**config.mk**
```make
export PLATFORM = sky130hd
export DESIGN_NAME = alu_exec_seq
export DESIGN_NICKNAME = d
export VERILOG_FILES = /design/src/rtl/alu_pkg.sv /design/src/rtl/alu_comb_unit.sv /design/src/rtl/alu_exec_seq.sv
export SDC_FILE = /design/constraint.sdc
export NUM_CORES = 1
export LEC_CHECK = 0
export CORE_ASPECT_RATIO = 0.5
export CORE_MARGIN = 10
export CORE_UTILIZATION = 38
export DETAILED_ROUTE_END_ITERATION = 10
export PLACE_DENSITY = 0.67
export SETUP_SLACK_MARGIN = 0.3
export SYNTH_ARGS = -nofsm -noshare
export SYNTH_HDL_FRONTEND = slang
export SYNTH_SLANG_ARGS = --single-unit
```
**constraint.sdc**
```tcl
create_clock -name clk -period 9.98 [get_ports clk]
set_clock_uncertainty 0.15 [all_clocks]
set_input_delay 1.996 -clock clk [delete_from_list [all_inputs] [get_ports clk]]
set_output_delay 1.996 -clock clk [all_outputs]
set_load 0.02 [all_outputs]
```
**src/rtl/alu_pkg.sv**
```systemverilog
// rtl/alu_pkg.sv - ALU control codes and execution FSM state encodings
// Shared with the ALU control decoder (func3/func7/alu_op -> 4-bit code).
// No ports.
package alu_pkg;

  localparam logic [3:0] ALU_AND = 4'b0000;
  localparam logic [3:0] ALU_OR  = 4'b0001;
  localparam logic [3:0] ALU_ADD = 4'b0010;
  localparam logic [3:0] ALU_SLL = 4'b0011;
  localparam logic [3:0] ALU_SRL = 4'b0100;
  localparam logic [3:0] ALU_SRA = 4'b0101;
  localparam logic [3:0] ALU_SUB = 4'b0110;
  localparam logic [3:0] ALU_SLT = 4'b0111;
  localparam logic [3:0] ALU_MUL = 4'b1000;
  localparam logic [3:0] ALU_NOR = 4'b1100;

  // MUL is only ever entered when ALU_EXEC_MUL_EN is defined.
  typedef enum logic [1:0] {
    IDLE  = 2'd0,
    SHIFT = 2'd1,
    MUL   = 2'd2,
    DONE  = 2'd3
  } alu_state_e;

endpackage

```
**src/rtl/alu_comb_unit.sv**
```systemverilog
// rtl/alu_comb_unit.sv - single-cycle ALU ops (AND/OR/ADD/SUB/SLT/NOR)
// Ports:
//   ctrl_i  : 4-bit ALU control code
//   a_i/b_i : operands
//   y_o     : result (0 when the code is not a single-cycle op)
//   hit_o   : high when ctrl_i selects one of the ops handled here
module alu_comb_unit
  import alu_pkg::*;
#(
  parameter int WIDTH = 32
) (
  input  logic [3:0]       ctrl_i,
  input  logic [WIDTH-1:0] a_i,
  input  logic [WIDTH-1:0] b_i,
  output logic [WIDTH-1:0] y_o,
  output logic             hit_o
);

  always_comb begin
    y_o   = '0;
    hit_o = 1'b1;
    case (ctrl_i)
      ALU_AND: y_o = a_i & b_i;
      ALU_OR:  y_o = a_i | b_i;
      ALU_ADD: y_o = a_i + b_i;
      ALU_SUB: y_o = a_i - b_i;
      ALU_SLT: y_o = {{(WIDTH-1){1'b0}}, ($signed(a_i) < $signed(b_i))};
      ALU_NOR: y_o = ~(a_i | b_i);
      default: hit_o = 1'b0;
    endcase
  end

endmodule

```
**src/rtl/alu_exec_seq.sv**
```systemverilog
// rtl/alu_exec_seq.sv - multi-cycle ALU: 1-cycle logic, iterative shifts, optional multiply
// Optional feature macro: ALU_EXEC_MUL_EN (shift-add multiply on code 1000).
// Ports:
//   clk, rst            : clock, synchronous active-high reset
//   in_valid/in_ready   : operation handshake (in_ready only in IDLE)
//   alu_ctrl, op_a, op_b: control code and operands, sampled at acceptance
//   out_valid/out_ready : result handshake
//   result, zero        : registered result and result==0 flag
//   illegal             : unsupported control code flag
module alu_exec_seq
  import alu_pkg::*;
#(
  parameter int WIDTH = 32,
  localparam int SHW  = $clog2(WIDTH)
) (
  input  logic             clk,
  input  logic             rst,
  input  logic             in_valid,
  output logic             in_ready,
  input  logic [3:0]       alu_ctrl,
  input  logic [WIDTH-1:0] op_a,
  input  logic [WIDTH-1:0] op_b,
  output logic             out_valid,
  input  logic             out_ready,
  output logic [WIDTH-1:0] result,
  output logic             zero,
  output logic             illegal
);

  alu_state_e       state_q, state_d;
  logic [WIDTH-1:0] result_q, result_d;
  logic             illegal_q, illegal_d;
  logic [WIDTH-1:0] work_q, work_d;
  logic [SHW-1:0]   cnt_q, cnt_d;
  logic [3:0]       sop_q, sop_d;

  logic [WIDTH-1:0] comb_y;
  logic             comb_hit;
  logic [SHW-1:0]   shamt;
  logic [WIDTH-1:0] shifted;

`ifdef ALU_EXEC_MUL_EN
  logic [WIDTH-1:0] mcand_q, mcand_d;
  logic [WIDTH-1:0] mplier_q, mplier_d;
  logic [WIDTH-1:0] acc_q, acc_d;
  logic [WIDTH-1:0] acc_nx;

  assign acc_nx = acc_q + (mplier_q[0] ? mcand_q : '0);
`endif

  alu_comb_unit #(.WIDTH(WIDTH)) u_comb (
    .ctrl_i (alu_ctrl),
    .a_i    (op_a),
    .b_i    (op_b),
    .y_o    (comb_y),
    .hit_o  (comb_hit)
  );

  assign shamt = op_b[SHW-1:0];

  // One-bit step of the latched shift kind.
  always_comb begin
    case (sop_q)
      ALU_SLL: shifted = {work_q[WIDTH-2:0], 1'b0};
      ALU_SRA: shifted = {work_q[WIDTH-1], work_q[WIDTH-1:1]};
      default: shifted = {1'b0, work_q[WIDTH-1:1]};
    endcase
  end

  always_ff @(posedge clk) begin
    if (rst) begin
      state_q   <= IDLE;
      result_q  <= '0;
      illegal_q <= 1'b0;
      work_q    <= '0;
      cnt_q     <= '0;
      sop_q     <= '0;
`ifdef ALU_EXEC_MUL_EN
      mcand_q   <= '0;
      mplier_q  <= '0;
      acc_q     <= '0;
`endif
    end else begin
      state_q   <= state_d;
      result_q  <= result_d;
      illegal_q <= illegal_d;
      work_q    <= work_d;
      cnt_q     <= cnt_d;
      sop_q     <= sop_d;
`ifdef ALU_EXEC_MUL_EN
      mcand_q   <= mcand_d;
      mplier_q  <= mplier_d;
      acc_q     <= acc_d;
`endif
    end
  end

  always_comb begin
    state_d   = state_q;
    result_d  = result_q;
    illegal_d = illegal_q;
    work_d    = work_q;
    cnt_d     = cnt_q;
    sop_d     = sop_q;
`ifdef ALU_EXEC_MUL_EN
    mcand_d   = mcand_q;
    mplier_d  = mplier_q;
    acc_d     = acc_q;
`endif
    case (state_q)
      IDLE: begin
        if (in_valid) begin
          illegal_d = 1'b0;
          state_d   = DONE;
          case (alu_ctrl)
            ALU_SLL, ALU_SRL, ALU_SRA: begin
              sop_d = alu_ctrl;
              if (shamt == '0) begin
                result_d = op_a;
              end else begin
                work_d  = op_a;
                cnt_d   = shamt;
                state_d = SHIFT;
              end
            end
`ifdef ALU_EXEC_MUL_EN
            ALU_MUL: begin
              mcand_d  = op_a;
              mplier_d = op_b;
              acc_d    = '0;
              state_d  = MUL;
            end
`endif
            default: begin
              if (comb_hit) begin
                result_d = comb_y;
              end else begin
                result_d  = '0;
                illegal_d = 1'b1;
              end
            end
          endcase
        end
      end
      SHIFT: begin
        work_d = shifted;
        cnt_d  = cnt_q - 1'b1;
        // Counter holds the steps still to do including this one.
        if (cnt_q == SHW'(1)) begin
          result_d = shifted;
          state_d  = DONE;
        end
      end
`ifdef ALU_EXEC_MUL_EN
      MUL: begin
        acc_d    = acc_nx;
        mcand_d  = {mcand_q[WIDTH-2:0], 1'b0};
        mplier_d = {1'b0, mplier_q[WIDTH-1:1]};
        // Stop once no set multiplier bits remain above the current one.
        if (mplier_q[WIDTH-1:1] == '0) begin
          result_d = acc_nx;
          state_d  = DONE;
        end
      end
`endif
      DONE: begin
        if (out_ready) state_d = IDLE;
      end
      default: state_d = IDLE;
    endcase
  end

  assign in_ready  = (state_q == IDLE);
  assign out_valid = (state_q == DONE);
  assign result    = result_q;
  assign illegal   = illegal_q;
  assign zero      = (state_q == DONE) && (result_q == '0);

endmodule
```
# After elaboration in Yosys (flattened, before gate mapping)
# Index checks and enable logic that the tools add are counted.
# op_classes
n_addsub	3
multipliers	0
div	0
n_lt_le_gt_ge	1
n_eq_ne	19
n_shift	0
muxes	25
bitwise_logic	3
reduce_logical	13
# ops
op	n
2-to-1 mux 32 bit	8
one-hot mux 32 bit (2 select lines)	3
one-hot mux 32 bit (6 select lines)	1
adder 32 bit	1
bitwise AND 32 bit	1
zero test 32 bit	1
< comparator 32 bit	1
NOT 32 bit	1
bitwise OR 32 bit	1
subtractor 32 bit	1
== test 4 x 3 -> 1 bit, second input constant	5
2-to-1 mux 5 bit	3
== test 4 x 2 -> 1 bit, second input constant	3
2-to-1 mux 2 bit	5
one-hot mux 5 bit (2 select lines)	1
AND reduction 4 bit	2
inequality test 2 bit, second input constant	3
one-hot mux 2 bit (3 select lines)	1
AND reduction 3 bit	2
OR reduction 6 bit	1
== test 5 x 1 -> 1 bit, second input constant	1
zero test 5 bit	1
subtractor 5 x 1 -> 5 bit, second input constant	1
== test 4 x 1 -> 1 bit, second input constant	1
12 further kinds	15
# totals
reg_bits	76
latch_bits	0
ram_bits	0
mem_bits_ro	0
inputBits	72
wordCells	70
memories	0

# Longest topological paths before layout
# Gate-level depths: netlist of run 1.
# depth
ltp_word	7
mapped_depth	12

# By module
# From an unflattened synthesis of run 1, not the netlist that was laid out.
# hier_totals
hier_cells	1307
hier_area_um2	9426.5
# by_module_without_submodules
module	instances	cells_each	area_each_um2
alu_comb_unit	1	756	5084.9
alu_exec_seq	1	551	4341.7

# Worst setup path after synthesis of run 1
# No wires, ideal clock.
# synth_timing
kind	input to register
start	input op_a[0]
end	register result_q[28] (netlist: result[28])
arrival_ps	4454
t_required_ps	9703
slack_ps	5249
path_stages	12
n_path_buf	0
path_cell_list	ha_1 > inv_1 > fa_1 > nand2b_2 > a21boi_2 > o211ai_4 > a2111oi_4 > o21ai_2 > a211o_1 > a21oi_2 > nor4_1 > or3b_1
# synth_between
elab_chain_len	6
elab_cells_between_ends	7
cone_classes	2 x add/sub; 5 x mux
# synth_rtl
item	line	rtl
start, declared	alu_exec_seq.sv:21	input logic [WIDTH-1:0] op_a,
subtractor 32 bit / adder 32 bit (equally long branches)	alu_comb_unit.sv:26, alu_comb_unit.sv:25	
one-hot mux 32 bit (6 select lines) *	alu_comb_unit.sv:22	case (ctrl_i)
2-to-1 mux 32 bit *	alu_exec_seq.sv:135	if (comb_hit) begin
2-to-1 mux 32 bit *	alu_exec_seq.sv:115	case (alu_ctrl)
2-to-1 mux 32 bit *	alu_exec_seq.sv:112	if (in_valid) begin
one-hot mux 32 bit (2 select lines) *	alu_exec_seq.sv:110	case (state_q)
end signal, assigned	alu_exec_seq.sv:85	result_q <= result_d;
end, declared	alu_exec_seq.sv:31	logic [WIDTH-1:0] result_q, result_d;
# Every way passes the cells marked *; elsewhere a longest branch is shown, timed or not. The select of a mux whose other input is x is not followed.
# A chain may end at the register's enable or synchronous reset.

# Worst setup path in the final report of run 1
# layout_timing
start	input alu_ctrl[1]
end	register result_q[28] (netlist: result[28])
# layout_between
elab_chain_len	7
elab_cells_between_ends	19
cone_classes	9 x eq/ne; 6 x mux; 4 x reduce/logical
# layout_rtl
item	line	rtl
start, declared	alu_exec_seq.sv:20	input logic [3:0] alu_ctrl,
== test 4 x 1 -> 1 bit (tied with other cells)	alu_comb_unit.sv:22	
OR reduction 6 bit (no line)	n/a	
2-to-1 mux 1 bit	alu_comb_unit.sv:22	
2-to-1 mux 32 bit	alu_exec_seq.sv:135	
2-to-1 mux 32 bit	alu_exec_seq.sv:115	
2-to-1 mux 32 bit	alu_exec_seq.sv:112	
one-hot mux 32 bit (2 select lines)	alu_exec_seq.sv:110	
# Parallel ways exist; a longest one is shown, timed or not. The select of a mux whose other input is x is not followed.

==> results.cfg, run 1 <==
[run_status]
outcome = finished clean

[timing]
fin_ws_ns = 4.56
finalCritPeriodShare_pct = 54.3
drv_slew = 0
layout_min_cycle_time_ns = 5.42
clock.fmax_ghz = 0.184
setup_tns_ns = 0
maxSlewHeadroom_pct = 41.4
hold_viol = 0
rsz0062_at_grt = no
tightest_slew_ns = 0.877
setup_violations = 0

[worst_setup_path]
endpoint_kind = flop
path_delay_family = compound AO/OA/AOI/OAI gates
reg2reg_to = result[28]
critPathBufInv = 2
reg2reg_slack_ns = 6.42
reg2reg_depth = 9
critPathMaxFanout = 34
critPathMaxStageDelay_ns = 0.64
critPathSlowestCell = clkdlybuf4s50_1
critPathKind = input port to flop
worstPathCellList = clkdlybuf4s50_1 > nor2b_1 > o21bai_1 > a21oi_1 > a2bb2oi_4 > buf_4 > nand3_1 > a2111oi_0 > o22ai_1 > or3b_1
cp_data_required_time_ns = 10.14
crit_path_start_kind = input port
worstPathArrival_ns = 5.58
r2r_start = state_q[1]

[grt]
grt_pass1_wl_um = 51700
grt_use_total_pct = 21.0
grt_overflow_total = 0
grt_pass1_vias = 9083
antenna_found_initial = 0
grt_max_degree = 73

[floorplanning]
initial_core_util_pct = 38.7
core_um2 = 22800
ioPinCount = 108
die_h_um = 128
chipWidth_um = 236
std_cell_rows = 39
dieArea_um2 = 30100

[drt]
ant_nets = 0
viasPerCell = 5.93
dr.pass1.iters = 6
drtIter0Drc = 997
wirelength_um = 32600
wire_per_inst_um = 20.3
vias = 9521
drcViolationCount = 0

[finish]
area_delta_synth_final_pct = 18.2
n_antenna_cell = 0
drive_above_1_share_pct = 4.70
final_nets = 1478

[logic_synthesis]
yosys.area.top_type = dfxtp_1
yosys-top-cells-area = dfxtp_1 (17%), ha_1 (16%), a21oi_1 (8.8%), nor2_1 (8.5%), inv_1 (4.0%)
syn_nets = 1424
synth_area_per_cell_um2 = 7.13
synth-edff-count = 0
ys.flop_type = dfxtp_1
syn_inst = 1240
synthArstFlopShare_pct = 0
synthesis.area_um2 = 8840
ys_ff_latch = 76
yosysUniqueCellTypes = 81
yosysSeqAreaShare_pct = 17.2
ys_warn_count = 0
netlist.area_leader.share_pct = 17.2

[pwr]
p_sw_uw = 504
power.leakage_uw = 0.00425
seqPwrFrac_pct = 29.3
clockPowerShare_pct = 29.2
peakVddDrop_uv = 53.0
internal-power_uw = 758
swShare_pct = 39.9
pwr-share-comb_pct = 41.4
powerDensity_nw_per_um2 = 121

[placement]
port_buffers = 107
place_congestion = 0.928
place_ws_ns = 4.20
hpwl_um = 24600

[cts]
htree_num_levels = 3
cts_root_buf = clkbuf_16
hold_buffers = 0
cts_resized = 0
clockBufferDepth = 2
path_clk_slew_ns = 0.07
cts_tree = done
numCtsBuffers = 9
cts_sinks = 76
clk-insertion-delay-late_ns = 0.36
cts_setup_buffers = 0

[worst_hold_path]
hold_path_class = flop to flop
hp-start = work_q[2]
min_to = work_q[2]
timing.hold.worst_path_depth = 2

[job]
maxCapViolCount = 0
-- flip-flops by register name, summed over array words and instances (netlist names) --
register	count
result	32
state_q	2
cnt_q	5
illegal	1
sop_q	4
work_q	32
-- cells by family (layout without fill, tap and decap cells) --
kind of cell	Yosys count	after routing	synth area share [%]
mux	34	34	3.85
fa+ha+maj	112	112	16.0
xor+xnor	24	24	2.38
buf+inv	174	233	7.57
simple gates	380	380	19.7
flops	76	76	17.2
compound gates	440	440	33.2
-- cell usage in the layout (no fill, tap or decap), types with 10 or more instances in the layout --
| master | instances |
|---|---|
| a211oi_1 | 22 |
| a21o_1 | 18 |
| a21oi_1 | 156 |
| a221oi_1 | 34 |
| a31oi_1 | 12 |
| and3_1 | 10 |
| buf_4 | 14 |
| clkdlybuf4s50_1 | 105 |
| dfxtp_1 | 76 |
| ha_1 | 110 |
| inv_1 | 95 |
| mux2i_1 | 34 |
| nand2_1 | 46 |
| nand2b_1 | 11 |
| nand3_1 | 21 |
| nor2_1 | 200 |
| nor3_1 | 29 |
| nor4_1 | 14 |
| o211ai_1 | 22 |
| o21ai_0 | 68 |
| o21bai_1 | 13 |
| xnor2_1 | 15 |
-- worst max path at each step --
stage	from	cells after the start	to
2_1_floorplan	op_a[0]	12	result[28]
6_report	alu_ctrl[1]	10	result[28]
3_3_place_gp	alu_ctrl[2]	11	result[28]
4_1_cts	alu_ctrl[2]	11	result[28]
3_5_place_dp	alu_ctrl[2]	11	result[28]
5_1_grt	alu_ctrl[2]	11	result[28]
-- per-stage QoR --
stage	hold slack, ns	util, %	power [uW]	cell area [um2]	cells
floorplan	0.294	-	699	8840	1240
global placement	0.310	44.3	881	10100	1590
detailed placement	0.319	44.3	889	10100	1590
CTS	0.328	45.7	1260	10400	1606
global route	0.351	45.7	1330	10400	1606
finish	0.326	45.7	1260	10400	1606
-- cells in the mapped netlist (all sizes together), types with 4 or more instances --
library cell	number
o21bai	13
o21ai	72
nor4	15
a211o	9
nor3	29
o211ai	23
and2	4
nor2	203
o31a	4
clkbuf	60
nand3	21
a211oi	24
mux2i	34
a21boi	5
o22ai	6
buf	18
a221o	4
or3	7
nand4	5
dfxtp	76
a221oi	36
a2111oi	5
a21o	18
o31ai	9
inv	95
xnor2	15
nand3b	4
nand2	46
a21oi	157
nor2b	9
o21a	6
and3	11
ha	110
nand2b	13
a31oi	12
a22oi	7
xor2	9
-- power by group through the flow --
stage	combinational, uW	clock (uW)	sequential (uW)
after floorplan	318	0	380
after global placement	506	0	376
after detailed placement	513	0	376
after CTS	516	375	369
after global routing	573	387	373
final	523	369	370
-- cell type report --
cell class | count | area (um2)
Inverter | 96 | 360
Fill cell | 2312 | 12400
Clock buffer | 9 | 225
Clock inverter | 7 | 101
Timing Repair Buffer | 121 | 1170
Tap cell | 307 | 384
Multi-Input combinational cell | 990 | 6690
Sequential cell | 76 | 1520
-- worst reg2reg max path, delay by kind of cell, from the launching register on --
| kind | cells | cell delay, ns |
|---|---|---|
| simple gates | 5 | 1.26 |
| buf+inv | 1 | 0.52 |
| compound gates | 3 | 1.18 |
| flops | 1 | 0.38 |
-- layer usage --
layer / global-route usage (%) / share of wire, % / vias to the layer above
li1: - / - / 4578
met1: 27.8 / 46 / 4525
met2: 34.9 / 46 / 376
met3: 3.40 / 7.2 / 42
met4: 5.43 / 1.6 / 0
met5: 0 / 0 / -
Note: power is estimated with default switching activity, not from simulation.
==> run 2: changes to the inputs <==
--- a/config.mk
+++ b/config.mk
@@ -9,7 +9,7 @@
 export CORE_MARGIN = 10
 export CORE_UTILIZATION = 38
 export DETAILED_ROUTE_END_ITERATION = 10
-export PLACE_DENSITY = 0.67
+export PLACE_DENSITY = 0.69
 export SETUP_SLACK_MARGIN = 0.3
 export SYNTH_ARGS = -nofsm -noshare
 export SYNTH_HDL_FRONTEND = slang
==> constraint.sdc (replaced) <==
create_clock -name clk -period 4.8 [get_ports clk]
set_clock_uncertainty 0.15 [all_clocks]
set_input_delay 0.96 -clock clk [delete_from_list [all_inputs] [get_ports clk]]
set_output_delay 0.96 -clock clk [all_outputs]
set_load 0.02 [all_outputs]
==> run 2 against run 1 <==
- sequential share of layout area decreased by 0.15 points
- register-to-register slack worse by 4.8 ns
- flip-flop and latch count stayed put
- core utilization increased by 0.46 points
- via count is 1.5% higher
- critical path type unchanged
- combinational power rose by 120%
- sequential power rose by 110%
- final cell count is 1.1% higher
- clock power grew 77%
- highest routed layer unchanged
- global-route usage rose by 0.52 points
- critical path depth grew 3
- wire length increased by 3.9%
==> results.cfg, run 2 (same netlist as run 1, synthesis figures left out) <==
[cts]
hold_buffers = 0
cts_resized = 0
cts_sinks = 76
clockBufferDepth = 2
path_clk_slew_ns = 0.06
cts_setup_buffers = 0
numCtsBuffers = 9
cts_tree = done
htree_num_levels = 3
cts_root_buf = clkbuf_16
clk-insertion-delay-late_ns = 0.36

[worst_setup_path]
cp.depth = 13
critPathMaxStageDelay_ns = 0.53
cp_data_required_time_ns = 4.89
critPathMaxFanout = 4
worstPathArrival_ns = 4.35
crit_end = result[28]
endpoint_kind = flop
critPathKind = input port to flop
reg2reg_to = result[31]
critPathBufInv = 2
path_delay_family = compound AO/OA/AOI/OAI gates
critPathLaunch = op_a[0]
r2r_start = state_q[1]
reg2reg_slack_ns = 1.64
crit_path_start_kind = input port
worstPathCellList = clkdlybuf4s50_1 > ha_1 > inv_1 > fa_1 > nand2b_2 > a21boi_2 > o211ai_4 > a2111oi_4 > o21ai_2 > a211o_1 > a21oi_2 > nor4_1 > or3b_1
critPathSlowestCell = clkdlybuf4s50_1
reg2reg_depth = 10

[floorplanning]
core_um2 = 22800
ioPinCount = 108
dieArea_um2 = 30100
chipWidth_um = 236
std_cell_rows = 39
die_h_um = 128
initial_core_util_pct = 38.7

[drt]
viasPerCell = 5.95
wire_per_inst_um = 20.9
drtIter0Drc = 919
vias = 9665
drcViolationCount = 0
ant_nets = 0
dr.pass1.iters = 5
wirelength_um = 33900

[timing]
setup_tns_ns = 0
finalCritPeriodShare_pct = 88.6
hold_viol = 0
drv_slew = 0
setup_violations = 0
clock.fmax_ghz = 0.235
maxSlewHeadroom_pct = 45.3
rsz0062_at_grt = no
holdWs_ns = 0.331
tightest_slew_ns = 0.821
layout_min_cycle_time_ns = 4.25

[finish]
layout_commonest_cell = nor2_1
fin_area_um2 = 10600
drive_above_1_share_pct = 5.85
layout_common_cells = nor2_1 (200), a21oi_1 (156), ha_1 (110)
n_antenna_cell = 0
final_nets = 1498
area_delta_synth_final_pct = 19.4
stdcell_count = 1624

[pwr]
peakVddDrop_uv = 117
p_total_uw = 2540
powerDensity_nw_per_um2 = 241
power.leakage_uw = 0.00434

[grt]
grt_pass1_wl_um = 52700
antenna_found_initial = 0
grt_max_degree = 64
grt_use_total_pct = 21.5
grt_overflow_total = 0
grt_pass1_vias = 9180

[worst_hold_path]
hold_path_class = flop to flop

[placement]
place_congestion = 0.978
hpwl_um = 25600
place_area_um2 = 10300
post-place-cells = 1610
port_buffers = 107

[run_status]
outcome = finished clean

[job]
maxCapViolCount = 0
run 2: tightest hold or removal path, stage by stage, from the launching register on:
cell and delay, ns:
dfxtp_1 0.32, nand2_1 0.06, a21oi_1 0.05
run 2: layer usage:
| layer | GRT usage, % | part of all wire [%] | vias up |
|---|---|---|---|
| li1 | - | - | 4606 |
| met1 | 28.1 | 45 | 4625 |
| met2 | 34.8 | 45 | 372 |
| met3 | 4.24 | 6.9 | 62 |
| met4 | 7.46 | 2.9 | 0 |
| met5 | 0 | 0 | - |
run 2: worst min-delay path by stage:
stage / slack [ns] / cells after the start / to / startpoint
floorplan: 0.29 / 2 / work_q[2] / work_q[2]
global placement: 0.31 / 2 / cnt_q[1] / cnt_q[1]
detailed placement: 0.32 / 2 / cnt_q[1] / cnt_q[1]
CTS: 0.33 / 2 / cnt_q[1] / cnt_q[1]
global route: 0.34 / 2 / cnt_q[1] / cnt_q[1]
finish: 0.33 / 2 / cnt_q[1] / cnt_q[1]
run 2: stage by stage:
stage                     util (%)  setup slack (ns)
final                         46.2             0.546
after global routing          46.2             0.394
after CTS                     46.2             0.622
after detailed placement      45.1             0.241
after global placement        45.1             0.325
after floorplan                  -              1.10
run 2: final cells by class:
class	instances	area, um2
fillers	2348	12300
multi-input cells	990	6690
flip-flops and latches	76	1520
repair buffers	141	1340
well taps	307	384
inverters	96	360
clock buffers	11	243
clock inverters	3	15.0
run 2: where the power goes:
group / internal, uW / total, uW / switching (uW)
clock: 356 / 652 / 296
sequential: 697 / 765 / 68.2
combinational: 443 / 1130 / 683
total: 1500 / 2540 / 1050
